===== src/rtl/alu_muldiv_ctrl.sv =====
// ALU control decoder plus an iterative multiply/divide unit (shift-add multiply,
// restoring divide) with a valid/ready request and result handshake.
module alu_muldiv_ctrl #(
  parameter int XLEN   = 32,
  parameter int CTRL_W = 4
) (
  input  logic              clk,
  input  logic              reset,
  input  logic [1:0]        ALUOp,
  input  logic [6:0]        funct7,
  input  logic [2:0]        funct3,
  output logic [CTRL_W-1:0] alu_ctrl,
  output logic              is_muldiv,
  input  logic              in_valid,
  output logic              in_ready,
  input  logic [XLEN-1:0]   op_a,
  input  logic [XLEN-1:0]   op_b,
  output logic              out_valid,
  input  logic              out_ready,
  output logic [XLEN-1:0]   result,
  output logic              busy
);

  localparam logic [3:0] C_AND = 4'b0000, C_OR  = 4'b0001, C_ADD  = 4'b0010, C_XOR = 4'b0011;
  localparam logic [3:0] C_SLL = 4'b0100, C_SRL = 4'b0101, C_SRA  = 4'b1000, C_SUB = 4'b0110;
  localparam logic [3:0] C_SLT = 4'b0111, C_SLTU = 4'b1001;
  localparam int CW = (XLEN > 1) ? $clog2(XLEN) : 1;

  typedef enum logic [2:0] {IDLE, MUL, DIV, FIX, DONE} state_t;

  state_t             state_r;
  logic               in_ready_r, busy_r, out_valid_r;
  logic [XLEN-1:0]    result_r, mag_b_r;
  logic [2*XLEN-1:0]  prod_r;
  logic [CW-1:0]      cnt_r;
  logic [2:0]         f3_r;
  logic               neg_q_r, neg_r_r;

  logic [3:0]         ctrl_s;
  logic [3:0]         base_s;
  logic               is_muldiv_s, accept_s;
  logic               neg_a_s, neg_b_s, div0_s, ovf_s;
  logic [XLEN-1:0]    mag_a_s, mag_b_s, special_s;
  logic [XLEN:0]      mul_sum_s, trial_s;
  logic [XLEN-1:0]    sub_s;
  logic               ge_s;
  logic [2*XLEN-1:0]  mul_next_s, div_next_s, neg_prod_s;
  logic [XLEN-1:0]    fix_s;

  assign is_muldiv_s = (ALUOp == 2'b10) && (funct7 == 7'b0000001);
  assign accept_s    = in_valid && in_ready_r && is_muldiv_s;

  // Base R/I-type funct3 table shared by both instruction classes
  always_comb begin
    base_s = C_ADD;
    case (funct3)
      3'b000:  base_s = C_ADD;
      3'b001:  base_s = C_SLL;
      3'b010:  base_s = C_SLT;
      3'b011:  base_s = C_SLTU;
      3'b100:  base_s = C_XOR;
      3'b101:  base_s = C_SRL;
      3'b110:  base_s = C_OR;
      3'b111:  base_s = C_AND;
      default: base_s = C_ADD;
    endcase
  end

  // ALU select decode; anything not explicitly decoded falls back to ADD
  always_comb begin
    ctrl_s = C_ADD;
    case (ALUOp)
      2'b00: ctrl_s = C_ADD;
      2'b01: ctrl_s = C_SUB;
      2'b10: begin
        if (funct7 == 7'b0000000) begin
          ctrl_s = base_s;
        end else if (funct7 == 7'b0100000) begin
          if (funct3 == 3'b000)      ctrl_s = C_SUB;
          else if (funct3 == 3'b101) ctrl_s = C_SRA;
          else                       ctrl_s = C_ADD;
        end else begin
          ctrl_s = C_ADD;
        end
      end
      2'b11: begin
        if (funct3 == 3'b101 && funct7[5]) ctrl_s = C_SRA;
        else                               ctrl_s = base_s;
      end
      default: ctrl_s = C_ADD;
    endcase
  end

  assign alu_ctrl  = CTRL_W'(ctrl_s);
  assign is_muldiv = is_muldiv_s;

  // Operand magnitudes, sign flags and the divide special cases at accept time
  always_comb begin
    if (funct3[2]) begin
      neg_a_s = ~funct3[0] & op_a[XLEN-1];
      neg_b_s = ~funct3[0] & op_b[XLEN-1];
    end else begin
      neg_a_s = (funct3 == 3'b001 || funct3 == 3'b010) & op_a[XLEN-1];
      neg_b_s = (funct3 == 3'b001) & op_b[XLEN-1];
    end
    mag_a_s = neg_a_s ? -op_a : op_a;
    mag_b_s = neg_b_s ? -op_b : op_b;
    div0_s  = funct3[2] && (op_b == '0);
    ovf_s   = funct3[2] && ~funct3[0] && (op_a == {1'b1, {(XLEN-1){1'b0}}}) && (op_b == '1);
    if (div0_s) special_s = funct3[1] ? op_a : '1;
    else        special_s = funct3[1] ? '0 : op_a;
  end

  // One multiply or divide step; the product register holds {rem, quotient} when dividing
  always_comb begin
    mul_sum_s  = {1'b0, prod_r[2*XLEN-1:XLEN]} + (prod_r[0] ? {1'b0, mag_b_r} : {(XLEN+1){1'b0}});
    mul_next_s = {mul_sum_s, prod_r[XLEN-1:1]};
    trial_s    = {prod_r[2*XLEN-1:XLEN], prod_r[XLEN-1]};
    ge_s       = trial_s >= {1'b0, mag_b_r};
    sub_s      = trial_s[XLEN-1:0] - mag_b_r;
    div_next_s = {(ge_s ? sub_s : trial_s[XLEN-1:0]), prod_r[XLEN-2:0], ge_s};
  end

  // Final sign correction and half/quotient/remainder selection
  always_comb begin
    neg_prod_s = -prod_r;
    fix_s      = '0;
    if (f3_r[2]) begin
      if (f3_r[1]) fix_s = neg_r_r ? -prod_r[2*XLEN-1:XLEN] : prod_r[2*XLEN-1:XLEN];
      else         fix_s = neg_q_r ? -prod_r[XLEN-1:0] : prod_r[XLEN-1:0];
    end else begin
      if (f3_r[1:0] == 2'b00) fix_s = neg_q_r ? neg_prod_s[XLEN-1:0] : prod_r[XLEN-1:0];
      else                    fix_s = neg_q_r ? neg_prod_s[2*XLEN-1:XLEN] : prod_r[2*XLEN-1:XLEN];
    end
  end

  // Mul/div sequencer with registered handshake outputs
  always_ff @(posedge clk or posedge reset) begin
    if (reset) begin
      state_r     <= IDLE;
      in_ready_r  <= 1'b1;
      busy_r      <= 1'b0;
      out_valid_r <= 1'b0;
      result_r    <= '0;
      cnt_r       <= '0;
      prod_r      <= '0;
      mag_b_r     <= '0;
      f3_r        <= 3'b000;
      neg_q_r     <= 1'b0;
      neg_r_r     <= 1'b0;
    end else begin
      case (state_r)
        IDLE: begin
          if (accept_s) begin
            in_ready_r <= 1'b0;
            busy_r     <= 1'b1;
            f3_r       <= funct3;
            prod_r     <= {{XLEN{1'b0}}, mag_a_s};
            mag_b_r    <= mag_b_s;
            neg_q_r    <= neg_a_s ^ neg_b_s;
            neg_r_r    <= neg_a_s;
            cnt_r      <= '0;
            if (div0_s || ovf_s) begin
              result_r    <= special_s;
              out_valid_r <= 1'b1;
              state_r     <= DONE;
            end else begin
              state_r <= funct3[2] ? DIV : MUL;
            end
          end else begin
            state_r <= IDLE;
          end
        end
        MUL, DIV: begin
          prod_r <= (state_r == MUL) ? mul_next_s : div_next_s;
          if (cnt_r == CW'(XLEN-1)) begin
            cnt_r   <= '0;
            state_r <= FIX;
          end else begin
            cnt_r <= cnt_r + 1'b1;
          end
        end
        FIX: begin
          result_r    <= fix_s;
          out_valid_r <= 1'b1;
          state_r     <= DONE;
        end
        DONE: begin
          if (out_ready) begin
            out_valid_r <= 1'b0;
            busy_r      <= 1'b0;
            in_ready_r  <= 1'b1;
            state_r     <= IDLE;
          end
        end
        default: begin
          state_r     <= IDLE;
          in_ready_r  <= 1'b1;
          busy_r      <= 1'b0;
          out_valid_r <= 1'b0;
          cnt_r       <= '0;
        end
      endcase
    end
  end

  assign in_ready  = in_ready_r;
  assign busy      = busy_r;
  assign out_valid = out_valid_r;
  assign result    = result_r;

endmodule


===== config.mk =====
export PLATFORM = sky130hd
export DESIGN_NAME = alu_muldiv_ctrl
export DESIGN_NICKNAME = d
export VERILOG_FILES = /design/src/rtl/alu_muldiv_ctrl.sv
export SDC_FILE = /design/constraint.sdc
export NUM_CORES = 1
export LEC_CHECK = 0
export CORE_MARGIN = 8
export CORE_UTILIZATION = 55
export CTS_BUF_LIST = sky130_fd_sc_hd__clkbuf_16
export CTS_CLUSTER_DIAMETER = 30
export DETAILED_ROUTE_END_ITERATION = 10
export PLACE_DENSITY = 0.76
export SYNTH_ARGS = -nofsm -noshare
export SYNTH_HDL_FRONTEND = slang
export SYNTH_SLANG_ARGS = --single-unit

===== constraint.sdc =====
create_clock -name clk -period 8.7 [get_ports clk]
set_input_delay 1.74 -clock clk [delete_from_list [all_inputs] [get_ports clk]]
set_output_delay 1.74 -clock clk [all_outputs]
set_load 0.03 [all_outputs]

# ---- After elaboration in Yosys (flattened, before gate mapping)
# Memories as Yosys holds them, arrays and structs flattened.
# Index checks and enable logic that the tools add are counted.
dict set report classes {
  reduce_logical 28
  n_eq_ne 19
  magnitude_cmp 1
  add_sub_neg 8
  bitwise_logic 9
  muxes 46
}
# cell n
set ops {}
lappend ops {{32-bit two-way mux} 16}
lappend ops {{64-bit two-way mux} 2}
lappend ops {{32-bit negator} 4}
lappend ops {{64-bit one-hot mux with 2 select lines} 1}
lappend ops {{32-bit == test, second input constant} 2}
lappend ops {{64-bit negator} 1}
lappend ops {{32-bit one-hot mux with 2 select lines} 1}
lappend ops {{32-bit by 32-bit adder with 33-bit output} 1}
lappend ops {{33-bit by 32-bit greater-or-equal comparator with 1-bit output} 1}
lappend ops {{32-bit zero test} 1}
lappend ops {{32-bit subtractor} 1}
lappend ops {{4-bit two-way mux} 5}
lappend ops {{4-bit one-hot mux with 4 select lines} 1}
lappend ops {{5-bit one-hot mux with 3 select lines} 1}
lappend ops {{3-bit two-way mux} 4}
lappend ops {{3-bit one-hot mux with 4 select lines} 1}
lappend ops {{5-bit two-way mux} 2}
lappend ops {{3-bit by 2-bit == test with 1-bit output, second input constant} 3}
lappend ops {{1-bit logical AND} 8}
lappend ops {{1-bit two-way mux} 8}
lappend ops {{2-bit != test, second input constant} 4}
lappend ops {{2-bit AND reduction} 4}
lappend ops {{7-bit by 1-bit == test with 1-bit output, second input constant} 1}
lappend ops {{7-bit by 6-bit == test with 1-bit output, second input constant} 1}
lappend ops {{other kinds (21)} 37}
dict set report totals {
  register_bits 144
  wordCells 123
  mem_bits_ro 32
  inputBits 80
  memories 1
  output_inout_bits 40
}
# name words width read_ports rd_ports_with_merged_regs wr line_no
set mem_list {}
lappend mem_list {{(no name shown)} 8 4 1 0 0 56} ;# case (funct3)

# ---- Longest topological paths before layout
dict set report depth {
  ltp_word 8
  depth_mapped 14
  depth_no_buf 13
}

# ---- Worst setup path after synthesis
# OpenSTA, ideal clock, no wires.
dict set report synth_timing {
  kind {input-to-output}
  startpoint {input port funct3[1]}
  endpoint {output port alu_ctrl[2]}
  slack_ps 3462
  path_stages 9
  t_required_ps 6960
  arrival_ps 3498
  n_path_buf 2
  cell_sequence {clkbuf_1 > clkinv_1 > clkbuf_1 > ha_1 > nand2_1 > nor2_1 > a21oi_1 > o32ai_1 > a32o_1}
}
dict set report synth_via {
  elab_chain_len 5
  word_cells_on_any_way 9
  cone_classes {eq/ne (1); mux (5); reduce/logical (2); memory (1)}
}
# item line_no
set synth_lines {}
lappend synth_lines {{from (decl)} 11} ;# input logic [2:0] funct3,
lappend synth_lines {{parallel branches: the longest is 4 deep, another holds memory read 8 x 4 bit} --}
lappend synth_lines {{4-bit one-hot mux with 4 select lines (*)} 72} ;# case (ALUOp)
lappend synth_lines {{to (decl)} 12} ;# output logic [CTRL_W-1:0] alu_ctrl,
# Every way passes the cells marked *.

# ---- Worst setup path after layout
# Same ends and word-level chain as after synthesis.

==> impl_metrics.csv <==
group,metric,value,unit
status,outcome,"completed",
synth,yosysWarnings,0,
placed_design,io_buffer_count,119,
route,viasPerCell,6.61,
route,drtAntennaViolNets,0,
grt,grt_overflow,0,
clock_network,htreeDepth,4,
pwr,power,5.65,mW
sta,slew_violations,0,
grt,grtUsageTotal,0.316,
clock_network,cts_buffers,17,
floorplanning,initial_core_util,0.562,
clock_network,cts_hold_buf,0,
synth,async_flop_share,1.00,
sta,skew,13.3,ps
synth,avgSynthCellArea,7.39,um^2
synth,synthXorXnorAreaFrac,0.102,
worst_setup_path,startpoint_type,"input pin",
synth,netlist-cell-type-count,97,
synth,synthAdderAreaFrac,0.0814,
job,maxCapViolCount,0,
clock_network,cts_tree,"yes",
synth,synth_fp_nets,2205,
placed_design,place.gp.congestion,0.998,
sta,rsz0062_at_grt,"false",
synth,yosys.area_share.simple,0.224,
pwr,p_per_area,335,nW/um^2
final_layout,fillers,2454,
synth,ys_ff_latch,144,
synth,synth_enable_flop_cells,0,
floorplanning,core_area,27000,um^2
final_layout,final_cells,2415,
synth,synthMuxAreaShare,0.0100,
grt,grt_max_degree,78,
grt,grt_pass1_vias,15000,
route,dr.pass1.iters,6,
sta,fin_tns_setup,0,ps
floorplanning,ios,120,
clock_network,cts_setup_buffers,0,
grt,gr-usage-met2,0.486,
clock_network,cts-resized-gates,0,
sta,fin_crit,6340,ps
placed_design,dp.cells,2383,
floorplanning,dieWidth,182,um
worst_setup_path,critPathKind,"input pin to primary output",
placed_design,dp_slack,2440,ps
synth,synth_area,15100,um^2
final_layout,drive_gt1_frac,0.0511,
pwr,vdd_drop_max,0.000305,V
hold_path,hold_class,"flop to flop",
synth,syn_inst,2047,
sta,fin_ws,2360,ps
sta,setup_viol,0,
sta,whs,483,ps
route,finalWirelength,53400,um
clock_network,clk_latency,450,ps
floorplanning,die_h,182,um
worst_setup_path,worstPathArrival,4600,ps
route,avgRoutedWirePerCell,22.1,um
final_layout,synthToLayoutAreaGrowth,11.4,%
synth,ys.flop_type,"dfrtp_1",
clock_network,cts_root_buffer,"clkbuf_16",
final_layout,insertedDiodeCount,0,
synth,synth_top_family_by_area,"compound AO/OA/AOI/OAI gates",
floorplanning,rows,60,
route,drt-initial-drc-count,1834,
sta,slew_headroom,0.165,
synth,synth_seq_area_share,0.238,
final_layout,mostFrequentLayoutCell,"nand2_1",
grt,antenna_found_initial,0,
grt,grtUsageMet1,0.421,
worst_setup_path,crit_fanout,13,
clock_network,cts_max_path_buffers,2,
final_layout,final_util,0.625,
sta,max_freq,0.158,GHz
placed_design,dpl.hpwl,39300,um
placed_design,placed_area,16200,um^2
worst_setup_path,crit_path_end_kind,"primary output",
route,num_vias,16000,
sta,min_period_over_period,0.728,
grt,top_usage_layer,"met2",
pwr,leakage,6.69,nW
sta,worst_pin_slew,1250,ps
clock_network,path_clk_slew,70,ps
grt,gr-usage-met3,0.0842,
final_layout,fin_nets,2219,
final_layout,fin_area,16900,um^2
synth,synth_compound_area_frac,0.282,
route,drc,0,
sta,hold_viol,0,
floorplanning,dieArea,33100,um^2
grt,grt_pass1_wl,83800,um
final_layout,most-common-layout-cells,"260 x nand2_1, 210 x nor2_1, 177 x o21ai_0, 168 x a21oi_1, 142 x dfrtp_1",
clock_network,cts.sinks,144,
worst_setup_path,cp_data_required_time,6960,ps
## cell usage after synthesis, drive strengths merged, types with 6 or more instances
master,number,share of area
a211oi,50,0.025
a21boi,7,0.0035
a21o,34,0.017
a21oi,170,0.056
a221oi,7,0.0045
a22oi,14,0.0069
a31oi,39,0.016
and2,11,0.0045
and3,12,0.0050
and4,6,0.0035
buf,39,0.017
clkbuf,104,0.027
dfrtp,143,0.24
ha,76,0.063
inv,62,0.015
maj3,24,0.016
mux2i,14,0.0093
nand2,262,0.065
nand2b,16,0.0066
nand3,50,0.017
nand4,23,0.0099
nor2,211,0.052
nor2b,8,0.0033
nor3,41,0.016
nor4,22,0.011
o211ai,14,0.0069
o21a,11,0.0055
o21ai,209,0.069
o221ai,11,0.0064
o22ai,27,0.011
o31ai,24,0.012
o41ai,16,0.011
or2,13,0.0054
or3,17,0.0077
or4,14,0.0077
xnor2,82,0.047
xor2,94,0.054
## sequential cells by signal (all words and copies together), names as in the netlist
| register | flops |
|---|---|
| busy | 1 |
| cnt_r | 5 |
| f3_r | 3 |
| in_ready | 1 |
| mag_b_r | 32 |
| neg_q_r | 1 |
| neg_r_r | 1 |
| out_valid | 1 |
| prod_r | 64 |
| result | 32 |
| state_r | 3 |
## path summary, 6_finish.rpt
path / from / end / slack [ps] / cells past startpoint
max: funct3[1] / alu_ctrl[2] / 2360 / 9
min: mag_b_r[29] / mag_b_r[29] / 480 / 2
max reg2reg: prod_r[0] / prod_r[59] / 4150 / 12
min reg2reg: mag_b_r[29] / mag_b_r[29] / 480 / 2
max in group asynchronous: reset / neg_q_r / 5340 / 3
min in group asynchronous: reset / prod_r[44] / 1790 / 2
## logic make-up after synthesis
group,count (synthesis)
compound gates,682
simple gates,721
mux,15
flops,144
buf+inv,207
fa+ha+maj,102
xor+xnor,176
## where the power goes
group	switching [mW]	total, mW	internal (mW)
Sequential	0.519	1.45	0.926
Clock	0.372	0.813	0.440
Combinational	2.08	3.39	1.31
## routing by layer
layer / vias to the layer above / share of wire
li1: 7424 / -
met1: 7606 / 0.43
met2: 834 / 0.44
met3: 109 / 0.10
met4: 0 / 0.029
met5: - / 0
## final cells by class
class | count | area (um^2) | area share
timing repair buffer | 139 | 1340 | 0.0796
multi-input combinational | 1696 | 10600 | 0.630
clock inverter | 15 | 196 | 0.0117
tap | 341 | 427 | 0.0253
sequential | 144 | 3610 | 0.214
inverter | 63 | 241 | 0.0143
clock buffer | 17 | 425 | 0.0252
## worst max-delay path, stage by stage
cell and delay, ps:
clkdlybuf4s50_1 920, clkinv_1 300, ha_1 320, nand2_1 100, nor2_1 50, a21oi_1 160
o32ai_1 110, a32o_1 280, clkdlybuf4s50_1 600
(Power assumes the default switching activity.)
==> patch (same settings) <==
Set the parameter `XLEN` to 16 (it was 32).
--- a/src/rtl/alu_muldiv_ctrl.sv
+++ b/src/rtl/alu_muldiv_ctrl.sv
@@ -1,7 +1,7 @@
 // ALU control decoder plus an iterative multiply/divide unit (shift-add multiply,
 // restoring divide) with a valid/ready request and result handshake.
 module alu_muldiv_ctrl #(
-  parameter int XLEN   = 32,
+  parameter int XLEN   = 16,
   parameter int CTRL_W = 4
 ) (
   input  logic              clk,
Ports: changed (resized op_a, op_b and result); port bits go from 120 to 72. No check against the original RTL was run, so the function may have changed too.
==> patch against the unedited design <==
  * Sequential cell count decreased by 65
  * Clock skew is 5.4 ps lower
  * Area after synthesis down 49%
  * Final area shrank 48%
  * Setup slack better by 34 ps
  * Clock power shrank 55%
  * Wire length shrank 57%
  * Register-to-register slack gained 780 ps
  * Die area fell by 45%
  * Total power shrank 51%
  * Critical path type unchanged
==> patch: results (changes against the unedited design) <==
routing usage on met1 0.344 (-0.0773); DP Worst Slack 2430 ps (-13.6 ps); Compound-Gate Fraction of Synth Area 0.255 (-0.0266); Clock transition at path regs around 60 ps; r2r worst-path depth 8 (-4); clock latency on the worst-skew pair 350 ps (-100 ps); post-synthesis cell type count 72 (-26%); worst r2r src prod_r[23]$_DFFE_PP0P_; hold path cells 2 (unchanged); routed wire length 22800 um (-57%); Worst EP arrival 4560 ps (-40 ps); Critical Path Max Stage Delay 680 ps (-240 ps); skew final 7.96 ps (-5.37 ps); Peak VDD IR 0.171 mV (-44%); Post-CTS Setup Bufs 0 (unchanged); GPL Wtd Cong 0.935 (-6.3%); first-pass GRT wire length 36900 um (-56%); worst reg2reg path endpoint prod_r[27]$_DFFE_PP0P_; startpoint of the worst hold path in_ready$_DFFE_PP1P_; DR vias 7630 (-52%); register area share after synthesis 0.256 (+0.0173); largest net degree at the start of global routing 69 (-12%); worst hold path class flop to flop; FF-to-FF setup slack 4930 ps (+780 ps); ranking of synthesized cells by area dfrtp_1, ha_1, nand2_1; total CTS buffers 9 (-8); htree depth 3 (-1); initial drt markers 637 (-65%); fraction of layout cells with a size suffix above 1 0.0406 (-0.0105); top layer in use met4; slowest CP cell clkdlybuf4s50_1; mux contribution to synthesized area 0.0417 (+0.0317); WL met2 10100 um (-57%); Total Routing Usage GR 0.253 (-0.0626); post_cts resized 0 (unchanged); met3 WL 2120 um (-61%); met2 Usage GRT 0.381 (-0.105); most frequent cells after synthesis nand2_1, nor2_1, o21ai_0, dfrtp_1, a21oi_1; post-DP HPWL 17100 um (-57%); First-pass DRT Iterations 5 (-1); status completed; met3 Use GR 0.0680 (-0.0163); Post-Synth Adder-Cell Area 0.0915 (+0.0101); Hold Crit Endpoint in_ready$_DFFE_PP1P_; vias in the first global route 7173 (-52%); number of flip-flops in the largest register 32 (-50%); XOR/XNOR share of the synthesized area 0.0996 (-0.00230); Placed Area 8480 um^2 (-48%); Mapped Nets 1099 (-50%); # port buffers 71 (-40%); Int Power 1.41 mW (-47%); critical-path maximum fanout 19 (+6); hold slack 474 ps (-9.55 ps); met1 wire length 10200 um (-56%); slew margin rel. 0.266 (+0.101); static leakage 3.41 nW (-49%); Yosys warning total 0 (unchanged); Largest Register prod_r
-- patch: final cells by class --
| class | instances | area [um^2] |
|---|---|---|
| Inverter | 47 | 178 |
| Clock buffer | 9 | 225 |
| Tap cell | 180 | 225 |
| Timing Repair Buffer | 78 | 763 |
| Multi-Input combinational cell | 814 | 5340 |
| Sequential cell | 79 | 1980 |
| Clock inverter | 7 | 57.6 |
| Fill cell | 1202 | 5060 |
-- patch: tightest hold or removal path, cell delays in order, from the launching register on --
cell,delay (ps)
dfstp_2,370
inv_1,40
a21oi_1,50
-- patch: worst max-delay path by stage --
stage | cells past startpoint | slack [ps] | startpoint | endpoint
after floorplan | 7 | 3620 | funct3[1] | alu_ctrl[3]
after global placement | 8 | 2510 | funct3[1] | alu_ctrl[1]
after detailed placement | 8 | 2430 | funct3[1] | alu_ctrl[1]
after CTS | 8 | 2420 | funct3[1] | alu_ctrl[1]
after global routing | 8 | 2220 | funct3[1] | alu_ctrl[1]
final | 8 | 2400 | funct3[1] | alu_ctrl[1]
-- patch: through the flow --
stage | util | power (mW) | std cells
floorplan | - | 1.91 | 1006
global placement | 0.613 | 2.34 | 1198
detailed placement | 0.613 | 2.36 | 1198
CTS | 0.634 | 2.74 | 1214
global route | 0.634 | 2.96 | 1214
finish | 0.634 | 2.76 | 1214
-- patch: power groups by stage --
stage / clock [mW] / combinational (mW) / sequential, mW
finish: 0.368 / 1.65 / 0.741
floorplan: 0 / 1.23 / 0.679
global route: 0.389 / 1.81 / 0.765
CTS: 0.374 / 1.63 / 0.737
detailed placement: 0 / 1.62 / 0.744
global placement: 0 / 1.59 / 0.741
